### config.mk
export PLATFORM = sky130hd
export DESIGN_NAME = pcs_sync_flat
export DESIGN_NICKNAME = d
export VERILOG_FILES = /design/src/rtl/pcs_sync_pkg.sv /design/src/rtl/pcs_sync_if.sv /design/src/rtl/pcs_comma_detect.sv /design/src/rtl/pcs_sync.sv /design/src/flat_wrapper.sv
export SDC_FILE = /design/constraint.sdc
export NUM_CORES = 1
export LEC_CHECK = 0
export CORE_MARGIN = 2
export CORE_UTILIZATION = 50
export DETAILED_ROUTE_END_ITERATION = 8
export PLACE_DENSITY = 0.94
export RECOVER_POWER = 100
export SETUP_SLACK_MARGIN = 0.1
export SLEW_MARGIN = 20
export SYNTH_ARGS = -nofsm -noshare
export SYNTH_HDL_FRONTEND = slang
export SYNTH_SLANG_ARGS = --single-unit
### constraint.sdc
create_clock -name GTX_CLK -period 4 [get_ports GTX_CLK]
set_input_delay 1.2 -clock GTX_CLK [delete_from_list [all_inputs] [get_ports GTX_CLK]]
set_output_delay 1.2 -clock GTX_CLK [all_outputs]
set_load 0.01 [all_outputs]
### src/rtl/pcs_sync_pkg.sv
// Shared 1000BASE-X PCS definitions: sync state encoding, comma patterns and
// the ordered-set code groups used around code-group alignment.
package pcs_sync_pkg;

    typedef enum logic [3:0] {
        LOSS_OF_SYNC,
        COMMA_DETECT_1,
        COMMA_DETECT_2,
        COMMA_DETECT_3,
        ACQUIRE_SYNC_1,
        ACQUIRE_SYNC_2,
        SYNC_ACQUIRED_1,
        SYNC_ACQUIRED_2,
        SYNC_ACQUIRED_3,
        SYNC_ACQUIRED_4,
        SYNC_ACQUIRED_2A,
        SYNC_ACQUIRED_3A,
        SYNC_ACQUIRED_4A
    } pcs_state_t;

    // Seven-bit comma patterns in bits abcdeif (rx_code_group[9:3])
    localparam logic [6:0] COMMA_RDN = 7'b0011111;
    localparam logic [6:0] COMMA_RDP = 7'b1100000;
    localparam logic [9:0] COMMA_MASK = 10'b11_1111_1000;

    localparam logic [9:0] K28_5_RDN = 10'h0FA;
    localparam logic [9:0] K28_5_RDP = 10'h305;
    localparam logic [9:0] D16_2_RDN = 10'h1B5;
    localparam logic [9:0] D16_2_RDP = 10'h245;

    localparam logic [1:0] GOOD_CGS_MAX = 2'd3;

    function automatic logic is_comma_detect(input pcs_state_t s);
        return s inside {COMMA_DETECT_1, COMMA_DETECT_2, COMMA_DETECT_3};
    endfunction

    function automatic logic is_sync_acquired(input pcs_state_t s);
        return s inside {SYNC_ACQUIRED_1, SYNC_ACQUIRED_2, SYNC_ACQUIRED_3,
                         SYNC_ACQUIRED_4, SYNC_ACQUIRED_2A, SYNC_ACQUIRED_3A,
                         SYNC_ACQUIRED_4A};
    endfunction

    function automatic logic is_good_run(input pcs_state_t s);
        return s inside {SYNC_ACQUIRED_2A, SYNC_ACQUIRED_3A, SYNC_ACQUIRED_4A};
    endfunction

endpackage

### src/rtl/pcs_sync_if.sv
// Code-group stream between the PMA/decoder side and the PCS sync block.
interface pcs_sync_if;

    logic       signal_detect;
    logic [9:0] rx_code_group;
    logic       cg_invalid;
    logic       code_sync_status;
    logic       rx_even;
    logic [9:0] rx_code_group_out;
    logic       rx_comma;

    modport master (
        output signal_detect, rx_code_group, cg_invalid,
        input  code_sync_status, rx_even, rx_code_group_out, rx_comma
    );

    modport slave (
        input  signal_detect, rx_code_group, cg_invalid,
        output code_sync_status, rx_even, rx_code_group_out, rx_comma
    );

endinterface

### src/rtl/pcs_comma_detect.sv
// Combinational /COMMA/ detector on a 10-bit code group (bit 9 = a).
module pcs_comma_detect
    import pcs_sync_pkg::*;
(
    input  logic [9:0] code_group,
    output logic       comma
);

    // Only bits abcdeif carry the comma; the mask keeps fghj out of the compare
    assign comma = ((code_group & COMMA_MASK) == {COMMA_RDN, 3'b000}) ||
                   ((code_group & COMMA_MASK) == {COMMA_RDP, 3'b000});

endmodule

### src/rtl/pcs_sync.sv
// 1000BASE-X receive code-group synchronization: comma alignment, sync
// acquisition/loss hysteresis and even/odd tagging of the forwarded stream.
module pcs_sync
    import pcs_sync_pkg::*;
(
    input  logic      GTX_CLK,
    input  logic      mr_main_reset,
    pcs_sync_if.slave rx
);

    pcs_state_t state;
    pcs_state_t state_next;
    logic [1:0] good_cgs;
    logic [1:0] good_cgs_next;
    logic       rx_even_q;
    logic       rx_even_next;
    logic       status_q;
    logic       status_next;
    logic       rx_comma_q;
    logic [9:0] cg_out_q;
    logic       comma;
    logic       data;
    logic       cgbad;

    pcs_comma_detect u_comma_detect (
        .code_group (rx.rx_code_group),
        .comma      (comma)
    );

    // rx_even_q tags the previous group, so the incoming one is odd when it is set
    assign cgbad = rx.cg_invalid | (comma & rx_even_q);
    assign data  = ~comma & ~rx.cg_invalid;

    always_ff @(posedge GTX_CLK or posedge mr_main_reset) begin
        if (mr_main_reset) begin
            state <= LOSS_OF_SYNC;
        end else begin
            state <= state_next;
        end
    end

    always_comb begin
        state_next = state;
        if (!rx.signal_detect) begin
            state_next = LOSS_OF_SYNC;
        end else begin
            case (state)
                LOSS_OF_SYNC:
                    if (comma) state_next = COMMA_DETECT_1;
                COMMA_DETECT_1:
                    state_next = data ? ACQUIRE_SYNC_1 : LOSS_OF_SYNC;
                COMMA_DETECT_2:
                    state_next = data ? ACQUIRE_SYNC_2 : LOSS_OF_SYNC;
                COMMA_DETECT_3:
                    state_next = data ? SYNC_ACQUIRED_1 : LOSS_OF_SYNC;
                // A comma that is not cgbad is necessarily in an even slot
                ACQUIRE_SYNC_1:
                    if (cgbad)      state_next = LOSS_OF_SYNC;
                    else if (comma) state_next = COMMA_DETECT_2;
                ACQUIRE_SYNC_2:
                    if (cgbad)      state_next = LOSS_OF_SYNC;
                    else if (comma) state_next = COMMA_DETECT_3;
                SYNC_ACQUIRED_1:
                    if (cgbad) state_next = SYNC_ACQUIRED_2;
                SYNC_ACQUIRED_2:
                    state_next = cgbad ? SYNC_ACQUIRED_3 : SYNC_ACQUIRED_2A;
                SYNC_ACQUIRED_3:
                    state_next = cgbad ? SYNC_ACQUIRED_4 : SYNC_ACQUIRED_3A;
                SYNC_ACQUIRED_4:
                    state_next = cgbad ? LOSS_OF_SYNC : SYNC_ACQUIRED_4A;
                SYNC_ACQUIRED_2A:
                    if (cgbad)                         state_next = SYNC_ACQUIRED_3;
                    else if (good_cgs == GOOD_CGS_MAX) state_next = SYNC_ACQUIRED_1;
                SYNC_ACQUIRED_3A:
                    if (cgbad)                         state_next = SYNC_ACQUIRED_4;
                    else if (good_cgs == GOOD_CGS_MAX) state_next = SYNC_ACQUIRED_2;
                SYNC_ACQUIRED_4A:
                    if (cgbad)                         state_next = LOSS_OF_SYNC;
                    else if (good_cgs == GOOD_CGS_MAX) state_next = SYNC_ACQUIRED_3;
                default:
                    state_next = LOSS_OF_SYNC;
            endcase
        end
    end

    always_comb begin
        rx_even_next  = is_comma_detect(state_next) ? 1'b1 : ~rx_even_q;
        status_next   = is_sync_acquired(state_next);
        good_cgs_next = '0;
        if (is_good_run(state_next)) begin
            if (!is_good_run(state)) begin
                good_cgs_next = 2'd1;
            end else if (good_cgs != GOOD_CGS_MAX) begin
                good_cgs_next = good_cgs + 2'd1;
            end else begin
                good_cgs_next = good_cgs;
            end
        end
    end

    always_ff @(posedge GTX_CLK or posedge mr_main_reset) begin
        if (mr_main_reset) begin
            good_cgs   <= '0;
            rx_even_q  <= 1'b0;
            status_q   <= 1'b0;
            rx_comma_q <= 1'b0;
            cg_out_q   <= '0;
        end else begin
            good_cgs   <= good_cgs_next;
            rx_even_q  <= rx_even_next;
            status_q   <= status_next;
            rx_comma_q <= comma;
            cg_out_q   <= rx.rx_code_group;
        end
    end

    assign rx.code_sync_status  = status_q;
    assign rx.rx_even           = rx_even_q;
    assign rx.rx_comma          = rx_comma_q;
    assign rx.rx_code_group_out = cg_out_q;

endmodule

### src/flat_wrapper.sv
// flat-port wrapper written by rule: the top's interface ports become plain ports
module pcs_sync_flat import pcs_sync_pkg::*;
  (GTX_CLK, mr_main_reset, rx_signal_detect, rx_rx_code_group, rx_cg_invalid, rx_code_sync_status, rx_rx_even, rx_rx_code_group_out, rx_rx_comma);
  pcs_sync_if rx_i ();
  input  logic GTX_CLK;
  input  logic mr_main_reset;
  input wire logic [$bits(rx_i.signal_detect)-1:0] rx_signal_detect;
  input wire logic [$bits(rx_i.rx_code_group)-1:0] rx_rx_code_group;
  input wire logic [$bits(rx_i.cg_invalid)-1:0] rx_cg_invalid;
  output wire logic [$bits(rx_i.code_sync_status)-1:0] rx_code_sync_status;
  output wire logic [$bits(rx_i.rx_even)-1:0] rx_rx_even;
  output wire logic [$bits(rx_i.rx_code_group_out)-1:0] rx_rx_code_group_out;
  output wire logic [$bits(rx_i.rx_comma)-1:0] rx_rx_comma;
  assign rx_i.signal_detect = rx_signal_detect;
  assign rx_i.rx_code_group = rx_rx_code_group;
  assign rx_i.cg_invalid = rx_cg_invalid;
  assign rx_code_sync_status = rx_i.code_sync_status;
  assign rx_rx_even = rx_i.rx_even;
  assign rx_rx_code_group_out = rx_i.rx_code_group_out;
  assign rx_rx_comma = rx_i.rx_comma;
  pcs_sync u_core (.GTX_CLK(GTX_CLK), .mr_main_reset(mr_main_reset), .rx(rx_i));
endmodule
== Word-level counts from Yosys, hierarchy flattened ==
Index checks and enable logic that the tools add are counted.

* Flip-flop bits (word level): 19
* Input bits: 14

* Add/sub/neg operators: 1
* Equality and inequality tests: 27
* Muxes and demuxes: 24
* Bitwise logic cells: 6
* Reduce and logical (&&, ||, !) cells: 6

{| class="wikitable"
|+ Operators by type and width
! cell !! count
|-
| 4-bit two-way mux || 14
|-
| 4-bit case mux with 13 select lines || 1
|-
| 4-bit equality test (second input constant) || 10
|-
| 4-bit by 3-bit equality test with 1-bit output (second input constant) || 6
|-
| 4-bit by 2-bit equality test with 1-bit output (second input constant) || 4
|-
| 2-bit two-way mux || 5
|-
| 3-bit two-way mux || 3
|-
| 3-bit nonzero test || 3
|-
| 4-bit by 1-bit equality test with 1-bit output (second input constant) || 2
|-
| 7-bit by 5-bit equality test with 1-bit output (second input constant) || 1
|-
| 7-bit equality test (second input constant) || 1
|-
| 7-bit nonzero test || 1
|-
| 4-bit logical NOT || 1
|-
| 3-bit inequality test (second input constant) || 1
|-
| 1-bit NOT || 3
|-
| 2-bit by 1-bit adder with 2-bit output (second input constant) || 1
|-
| 1-bit bitwise AND || 2
|-
| 2-bit equality test (second input constant) || 1
|-
| 2-bit inequality test (second input constant) || 1
|-
| 1-bit logical OR || 1
|-
| 1-bit two-way mux || 1
|-
| 1-bit bitwise OR || 1
|}

== Longest topological paths before layout ==
Gate-level depths: netlist of run 1.

* Depth after elaboration: 10
* Gate-level depth with buffers: 6

== By module ==
From an unflattened synthesis of run 1, not the netlist that was laid out.

* Cells, all modules: 86
* Area total of the unflattened synthesis: 967.2 µm²

{| class="wikitable"
|+ By module, submodules not included
! module !! instances !! cells an instance !! area each (µm²) !! seq. area each (µm²)
|-
| pcs_sync || 1 || 80 || 923.4 || 475.5
|-
| pcs_comma_detect || 1 || 6 || 43.8 || 0.0
|}

== Worst setup path before layout of run 1 ==
OpenSTA, ideal clock, no wires.

* Path type: input -> register
* From: input port rx_rx_code_group[9]
* To: register u_core.rx_even_q (netlist: u_core.rx.rx_even)
* Arrival time: 2428 ps
* Data required time: 3866 ps
* Setup slack: 1438 ps
* Stages: 5
* Cell sequence: and4bb_4 -> a221oi_1 -> mux2_2 -> a211oi_1 -> a2bb2oi_1

* Word-level cells in the longest chain between the ends: 10
* Elaborated cells between the ends (all ways): 29
* Those cells by class: eq/ne: 5; mux: 18; bitwise: 4; reduce/logical: 2

{| class="wikitable"
|+ Ends and longest elaborated chain
! element !! line !! text
|-
| start, declared || flat_wrapper.sv:8 || <nowiki>input wire logic [$bits(rx_i.rx_code_group)-1:0] rx_rx_code_group;</nowiki>
|-
| 7-bit by 5-bit equality test with 1-bit output or 7-bit equality test (tied branches) || pcs_comma_detect.sv:10, pcs_comma_detect.sv:11 ||
|-
| 1-bit logical OR (*) || pcs_comma_detect.sv:10 || <nowiki>assign comma = ((code_group & COMMA_MASK) == {COMMA_RDN, 3'b000}) ||</nowiki>
|-
| 1-bit bitwise AND or 1-bit NOT (tied branches) || pcs_sync.sv:31, pcs_sync.sv:32 ||
|-
| 1-bit bitwise OR or 1-bit bitwise AND (tied branches) || pcs_sync.sv:31, pcs_sync.sv:32 ||
|-
| 4-bit two-way mux (tied with other cells) || pcs_sync.sv:78 || <nowiki>if (cgbad) state_next = LOSS_OF_SYNC;</nowiki>
|-
| 4-bit case mux with 13 select lines (*) || pcs_sync.sv:47 || <nowiki>case (state)</nowiki>
|-
| 4-bit two-way mux (*) || pcs_sync.sv:44 || <nowiki>if (!rx.signal_detect) begin</nowiki>
|-
| 4-bit by 1-bit equality test with 1-bit output or 4-bit by 2-bit equality test with 1-bit output (tied branches) || pcs_sync_pkg.sv:34 || <nowiki>return s inside {COMMA_DETECT_1, COMMA_DETECT_2, COMMA_DETECT_3};</nowiki>
|-
| 3-bit nonzero test (*) || pcs_sync_pkg.sv:34 ||
|-
| 1-bit two-way mux (*) || pcs_sync.sv:87 || <nowiki>rx_even_next = is_comma_detect(state_next) ? 1'b1 : ~rx_even_q;</nowiki>
|-
| via u_core.rx_even_next || pcs_sync.sv:16 || <nowiki>logic rx_even_next;</nowiki>
|-
| end signal, assigned || pcs_sync.sv:110 || <nowiki>rx_even_q <= rx_even_next;</nowiki>
|-
| end, declared || pcs_sync.sv:15 || <nowiki>logic rx_even_q;</nowiki>
|}

The timed path passes the listed nets; every way through them passes the cells marked *.
A chain may end at the register's enable or synchronous reset.

== Final worst setup path of run 1 ==
* From: input port rx_rx_code_group[6]
* To: register u_core.rx_even_q (netlist: u_core.rx.rx_even)

Same word-level chain as after synthesis.

==> results.yml, run 1 <==
sta:
  rsz0062_at_grt: "no"
  fmax_mhz: 287
  skew_ns: 0.00899
  tightestPinTransition_ns: 0.718
  period_share_pct: 87.1
  finalSetupTns_ns: 0
  min_period_ns: 3.48
  setup_viol: 0
  relSlewSlack_pct: 52.1
  drv_slew: 0
  final_hold_viol_count: 0
clock_network:
  cts-root-buf: "clkbuf_4"
  path_clk_slew_ns: 0.11
  htreeDepth: 1
  clock-sinks: 19
  ctsResizeCount: 0
  cts_hold_buf: 0
  tritoncts: "built"
  clock_latency_ns: 0.30
  postCtsSetupBuffers: 0
  clock_path_buffers: 2
  cts_made_buffers: 3
final_layout:
  drive_above_1_share_pct: 7.02
  final_cells: 139
  final_util_pct: 69.0
  syn_to_final_growth_pct: 25.7
  final-seq-area_um2: 475
  multi_input_area_um2: 414
  fill_cells: 149
  num_antenna_cells: 0
  fin_nets: 130
drt:
  wl_um: 2100
  wl_per_cell_um: 15.1
  viasPerCell: 5.80
  drc: 0
  drt_first_pass_iters: 4
  drt_iter0_drc: 28
  vias: 806
  ant_nets: 0
synth:
  syn_area_um2: 978
  synth-seq-cells: 19
  ys_seq_area_share_pct: 48.6
  post-synth-top-count-cell: "dfrtp_1"
  syn_area_per_cell_um2: 11.1
  synth_cells: 88
  yosysTopAreaCell: "dfrtp_1"
  synth-main-ff-cell: "dfrtp_1"
  yosysTopAreaCellShare_pct: 48.6
  syn-num-nets: 103
  yosys-top-cells-count: "19 x dfrtp_1, 9 x nor2_1, 5 x inv_1"
  async_flop_share_pct: 100
  ys_warn_count: 0
  synth_edf_count: 0
  yosys-top-cells-area: "dfrtp_1 49%, nor2_1 3.5%, a2111oi_2 3.1%, a221oi_4 2.7%, nor4bb_4 2.6%"
  synthDistinctLibCells: 36
pwr:
  seqPwrFrac_pct: 54.6
  ir_drop_v: 0.000247
  p_leak_nw: 0.534
  power.density_nw_per_um2: 324
  netSwitchingPower_mw: 0.111
  p_comb_share_pct: 21.2
  power.internal_mw: 0.287
  switching_share_pct: 27.9
  clkPwrFrac_pct: 24.2
floorplanning:
  die_area_um2: 2330
  boundaryPins: 27
  chipWidth_um: 48.2
  initial_core_util_pct: 54.9
  die_height_um: 48.2
  rows: 15
  core_area_um2: 1780
place:
  place.gp.congestion: 0.865
  place_hpwl_um: 1610
  place_inst: 135
  numPortBuffers: 26
global_route:
  track_usage_pct: 20.6
  grt_first_pass_wirelength_um: 3190
  grt_max_degree: 20
  overflow: 0
  antenna_found_initial: 0
  first_global_vias: 771
worst_setup_path:
  worstSetupPathType: "input port to flip-flop"
  endpoint_kind: "flip-flop"
  critPathLaunchType: "input port"
  cp.arrival_ns: 3.70
  worst-endpoint-required_ns: 4.21
  crit_fanout: 6
status:
  status: "finished, final reports clean"
worst_hold_path:
  hp-class: "flip-flop to flip-flop"
run:
  maxCapViolCount: 0
==> cell families (layout without fill, tap and decap cells) <==
kind of cell / Yosys count / count (layout) / share of synthesized area (%)
AO/OA/AOI/OAI: 25 / 25 / 22.5
XOR/XNOR: 1 / 1 / 0.895
adder cells (fa/ha/maj): 1 / 1 / 1.28
buffers and inverters: 9 / 35 / 3.84
flip-flops: 19 / 19 / 48.6
multiplexers: 2 / 2 / 2.17
AND/OR/NAND/NOR: 31 / 31 / 20.7
==> area by class of cell <==
class	count	area share (%)
flip-flops and latches	19	38.7
multi-input cells	60	33.7
repair buffers	26	21.2
well taps	25	2.54
clock buffers	3	1.83
inverters	5	1.53
clock inverters	1	0.610
==> power groups by stage <==
stage	registers (mW)	clock network, mW	logic [mW]
2_1_floorplan	0.221	0	0.0479
3_5_place_dp	0.222	0	0.0959
3_3_place_gp	0.221	0	0.0924
5_1_grt	0.220	0.104	0.0916
4_1_cts	0.218	0.0979	0.0965
6_report	0.218	0.0963	0.0844
==> worst max-delay path, stage by stage <==
cell and delay (ns):
dlygate4sd3_1 0.61, and4_1 0.24, a221oi_1 0.62, o211ai_1 0.25, a2111oi_0 0.56, a2bb2oi_1 0.21
==> through the flow <==
step	total power, mW	hold slack, ns	setup slack (ns)	cell area (µm²)
global placement	0.313	0.638	0.843	1250
global route	0.415	0.696	0.544	1230
finish	0.398	0.638	0.517	1230
CTS	0.412	0.667	1.01	1280
floorplan	0.269	0.622	1.44	978
detailed placement	0.317	0.645	0.755	1250
==> placed cells by master (no fill, tap or decap), types with 2 or more instances in the layout <==
master / n
a21o_1: 2
a221oi_1: 3
o21ai_0: 3
clkdlybuf4s50_1: 2
a211oi_1: 3
inv_1: 5
dfrtp_1: 19
nor3_1: 3
and3_1: 2
nand3b_1: 3
o31ai_1: 3
a21oi_1: 3
nand2b_1: 3
dlygate4sd3_1: 24
clkbuf_4: 3
nor2_1: 9
nand2_1: 4
a2111oi_0: 2
==> path summary, 6_finish.rpt <==
kind                                           startpoint                                       end  slack (ns)  cells past startpoint
max in group asynchronous                   mr_main_reset  u_core.rx.rx_code_group_out[4]$_DFF_PP0_        2.12                      2
min in group asynchronous                   mr_main_reset  u_core.rx.rx_code_group_out[2]$_DFF_PP0_        1.44                      2
hold reg to reg            u_core.good_cgs[1]$_DFFE_PP0P_            u_core.good_cgs[1]$_DFFE_PP0P_        0.64                      2
setup / recovery                      rx_rx_code_group[6]               u_core.rx.rx_even$_DFF_PP0_        0.52                      6
setup reg to reg              u_core.rx.rx_even$_DFF_PP0_               u_core.rx.rx_even$_DFF_PP0_        1.65                      5
hold / removal             u_core.good_cgs[1]$_DFFE_PP0P_            u_core.good_cgs[1]$_DFFE_PP0P_        0.64                      2
==> state kept, by name, summed over array words and instances, names as in the netlist <==
register and cells:
u_core.rx.code_sync_status 1, u_core.rx.rx_code_group_out 10, u_core.rx.rx_even 1, u_core.rx.rx_comma 1
u_core.state 4, u_core.good_cgs 2
==> layer usage <==
metal	vias to the layer above	wire length (µm)	track usage [%]
met4	0	36	10.3
met2	44	1110	37.6
met3	4	183	5.56
li1	377	-	-
met5	-	0	0
met1	381	770	21.3
No activity file was read; power rests on OpenSTA's default activity.
==> run 2, diff against run 1 <==
--- a/config.mk
+++ b/config.mk
@@ -5,7 +5,7 @@
 export SDC_FILE = /design/constraint.sdc
 export NUM_CORES = 1
 export LEC_CHECK = 0
-export CORE_MARGIN = 2
+export CORE_MARGIN = 3
 export CORE_UTILIZATION = 50
 export DETAILED_ROUTE_END_ITERATION = 8
 export PLACE_DENSITY = 0.94
==> results.yml, run 2 (synthesis results as in run 1) <==
status:
  status: "finished, final reports clean"
final_layout:
  mostFrequentLayoutCells: "24 x dlygate4sd3_1, 19 x dfrtp_1, 9 x nor2_1"
  final-seq-area_um2: 475
  multi_input_area_um2: 420
  syn_to_final_growth_pct: 26.3
  num_antenna_cells: 0
  fin_nets: 130
  fill_cells: 142
  largest_register_ffs: 10
  design_area_um2: 1240
  final_common_cell: "dlygate4sd3_1"
  drive_above_1_share_pct: 7.89
pwr:
  power.density_nw_per_um2: 326
  ir_drop_v: 0.000260
  p_leak_nw: 0.534
clock_network:
  clock_latency_ns: 0.31
  cts_made_buffers: 3
  ctsResizeCount: 0
  cts-root-buf: "clkbuf_4"
  path_clk_slew_ns: 0.11
  clock-sinks: 19
  cts_hold_buf: 0
  postCtsSetupBuffers: 0
  clock_path_buffers: 2
  htreeDepth: 1
  tritoncts: "built"
global_route:
  track_usage_pct: 20.6
  grt_first_pass_wirelength_um: 3860
  grt_max_degree: 20
  first_global_vias: 793
  overflow: 0
  antenna_found_initial: 0
floorplanning:
  boundaryPins: 27
  rows: 15
  core_area_um2: 1780
  die_area_um2: 2520
  die_height_um: 50.2
  chipWidth_um: 50.2
  initial_core_util_pct: 54.9
sta:
  rsz0062_at_grt: "no"
  setup_viol: 0
  min_period_ns: 3.34
  tightestPinTransition_ns: 0.738
  relSlewSlack_pct: 50.8
  final_hold_viol_count: 0
  skew_ns: 0.00663
  period_share_pct: 83.4
  finalSetupTns_ns: 0
  fmax_mhz: 300
  drv_slew: 0
drt:
  drc: 0
  wl_um: 2210
  drt_first_pass_iters: 4
  wl_per_cell_um: 15.9
  viasPerCell: 5.85
  drt_iter0_drc: 24
  vias: 813
  ant_nets: 0
worst_hold_path:
  hp-class: "flip-flop to flip-flop"
worst_setup_path:
  crit_fanout: 6
  crit_chain: "dlygate4sd3_1, and4_1, a221oi_1, o211ai_1, a2111oi_0, a2bb2oi_1"
  cpPeakStageDelay_ns: 0.64
  critPathBufInv: 1
  worst_path_dominant_cell_family: "compound AO/OA/AOI/OAI gates"
  cp_slowest_cell: "a221oi_1"
  critPathLaunchType: "input port"
  cp.arrival_ns: 3.58
  worstSetupPathType: "input port to flip-flop"
  worst-endpoint-required_ns: 4.24
  endpoint_kind: "flip-flop"
place:
  place_hpwl_um: 1640
  placedInstanceArea_um2: 1250
  place.gp.congestion: 0.933
  numPortBuffers: 26
run:
  maxCapViolCount: 0
==> run 2: worst paths after layout <==
| path | slack [ns] | start | cells past startpoint | endpoint |
|---|---|---|---|---|
| worst min register to register | 0.67 | u_core.good_cgs[1]$_DFFE_PP0P_ | 2 | u_core.good_cgs[1]$_DFFE_PP0P_ |
| max in group asynchronous | 2.11 | mr_main_reset | 2 | u_core.rx.rx_code_group_out[2]$_DFF_PP0_ |
| worst max-delay path | 0.66 | rx_rx_code_group[6] | 6 | u_core.rx.rx_even$_DFF_PP0_ |
| worst max register to register | 1.75 | u_core.rx.rx_even$_DFF_PP0_ | 5 | u_core.rx.rx_even$_DFF_PP0_ |
| min in group asynchronous | 1.46 | mr_main_reset | 2 | u_core.state[1]$_DFF_PP0_ |
| worst min-delay path | 0.67 | u_core.good_cgs[1]$_DFFE_PP0P_ | 2 | u_core.good_cgs[1]$_DFFE_PP0P_ |
==> run 2: metrics by stage <==
step           utilization [%]  setup slack [ns]  hold WS (ns)  power, mW  std cells
4_1_cts                   71.9              1.05         0.678      0.418        139
3_3_place_gp              70.2             0.752         0.647      0.314        135
2_1_floorplan                -              1.44         0.622      0.269         88
3_5_place_dp              70.2             0.721         0.666      0.318        135
5_1_grt                   69.3             0.447         0.720      0.428        139
6_report                  69.3             0.662         0.671      0.403        139
==> run 2: area by class of cell <==
class / count / share of cell area (%)
Clock buffer: 3 / 1.82
Clock inverter: 1 / 0.607
Inverter: 5 / 1.52
Multi-Input combinational cell: 60 / 34.0
Sequential cell: 19 / 38.5
Tap cell: 25 / 2.53
Timing Repair Buffer: 26 / 21.1
==> run 2: where the power goes <==
group / switching (mW) / internal, mW / total [mW]
Clock: 0.0629 / 0.0381 / 0.101
Sequential: 0.0135 / 0.205 / 0.218
Combinational: 0.0396 / 0.0442 / 0.0838
Total: 0.116 / 0.287 / 0.403
==> run 2: per-layer routing <==
layer / routed length (µm) / up-vias / global-route usage [%]
met2: 1140 / 29 / 34.3
li1: - / 384 / -
met3: 109 / 7 / 3.86
met1: 890 / 393 / 24.8
met4: 73 / 0 / 11.5
met5: 0 / - / 0
==> run 2: worst register-to-register path, cell delays in order, from the launching register on <==
cell	delay [ns]
dfrtp_1	0.44
nor4b_2	0.18
a221oi_1	0.68
o211ai_1	0.22
a2111oi_0	0.49
a2bb2oi_1	0.19
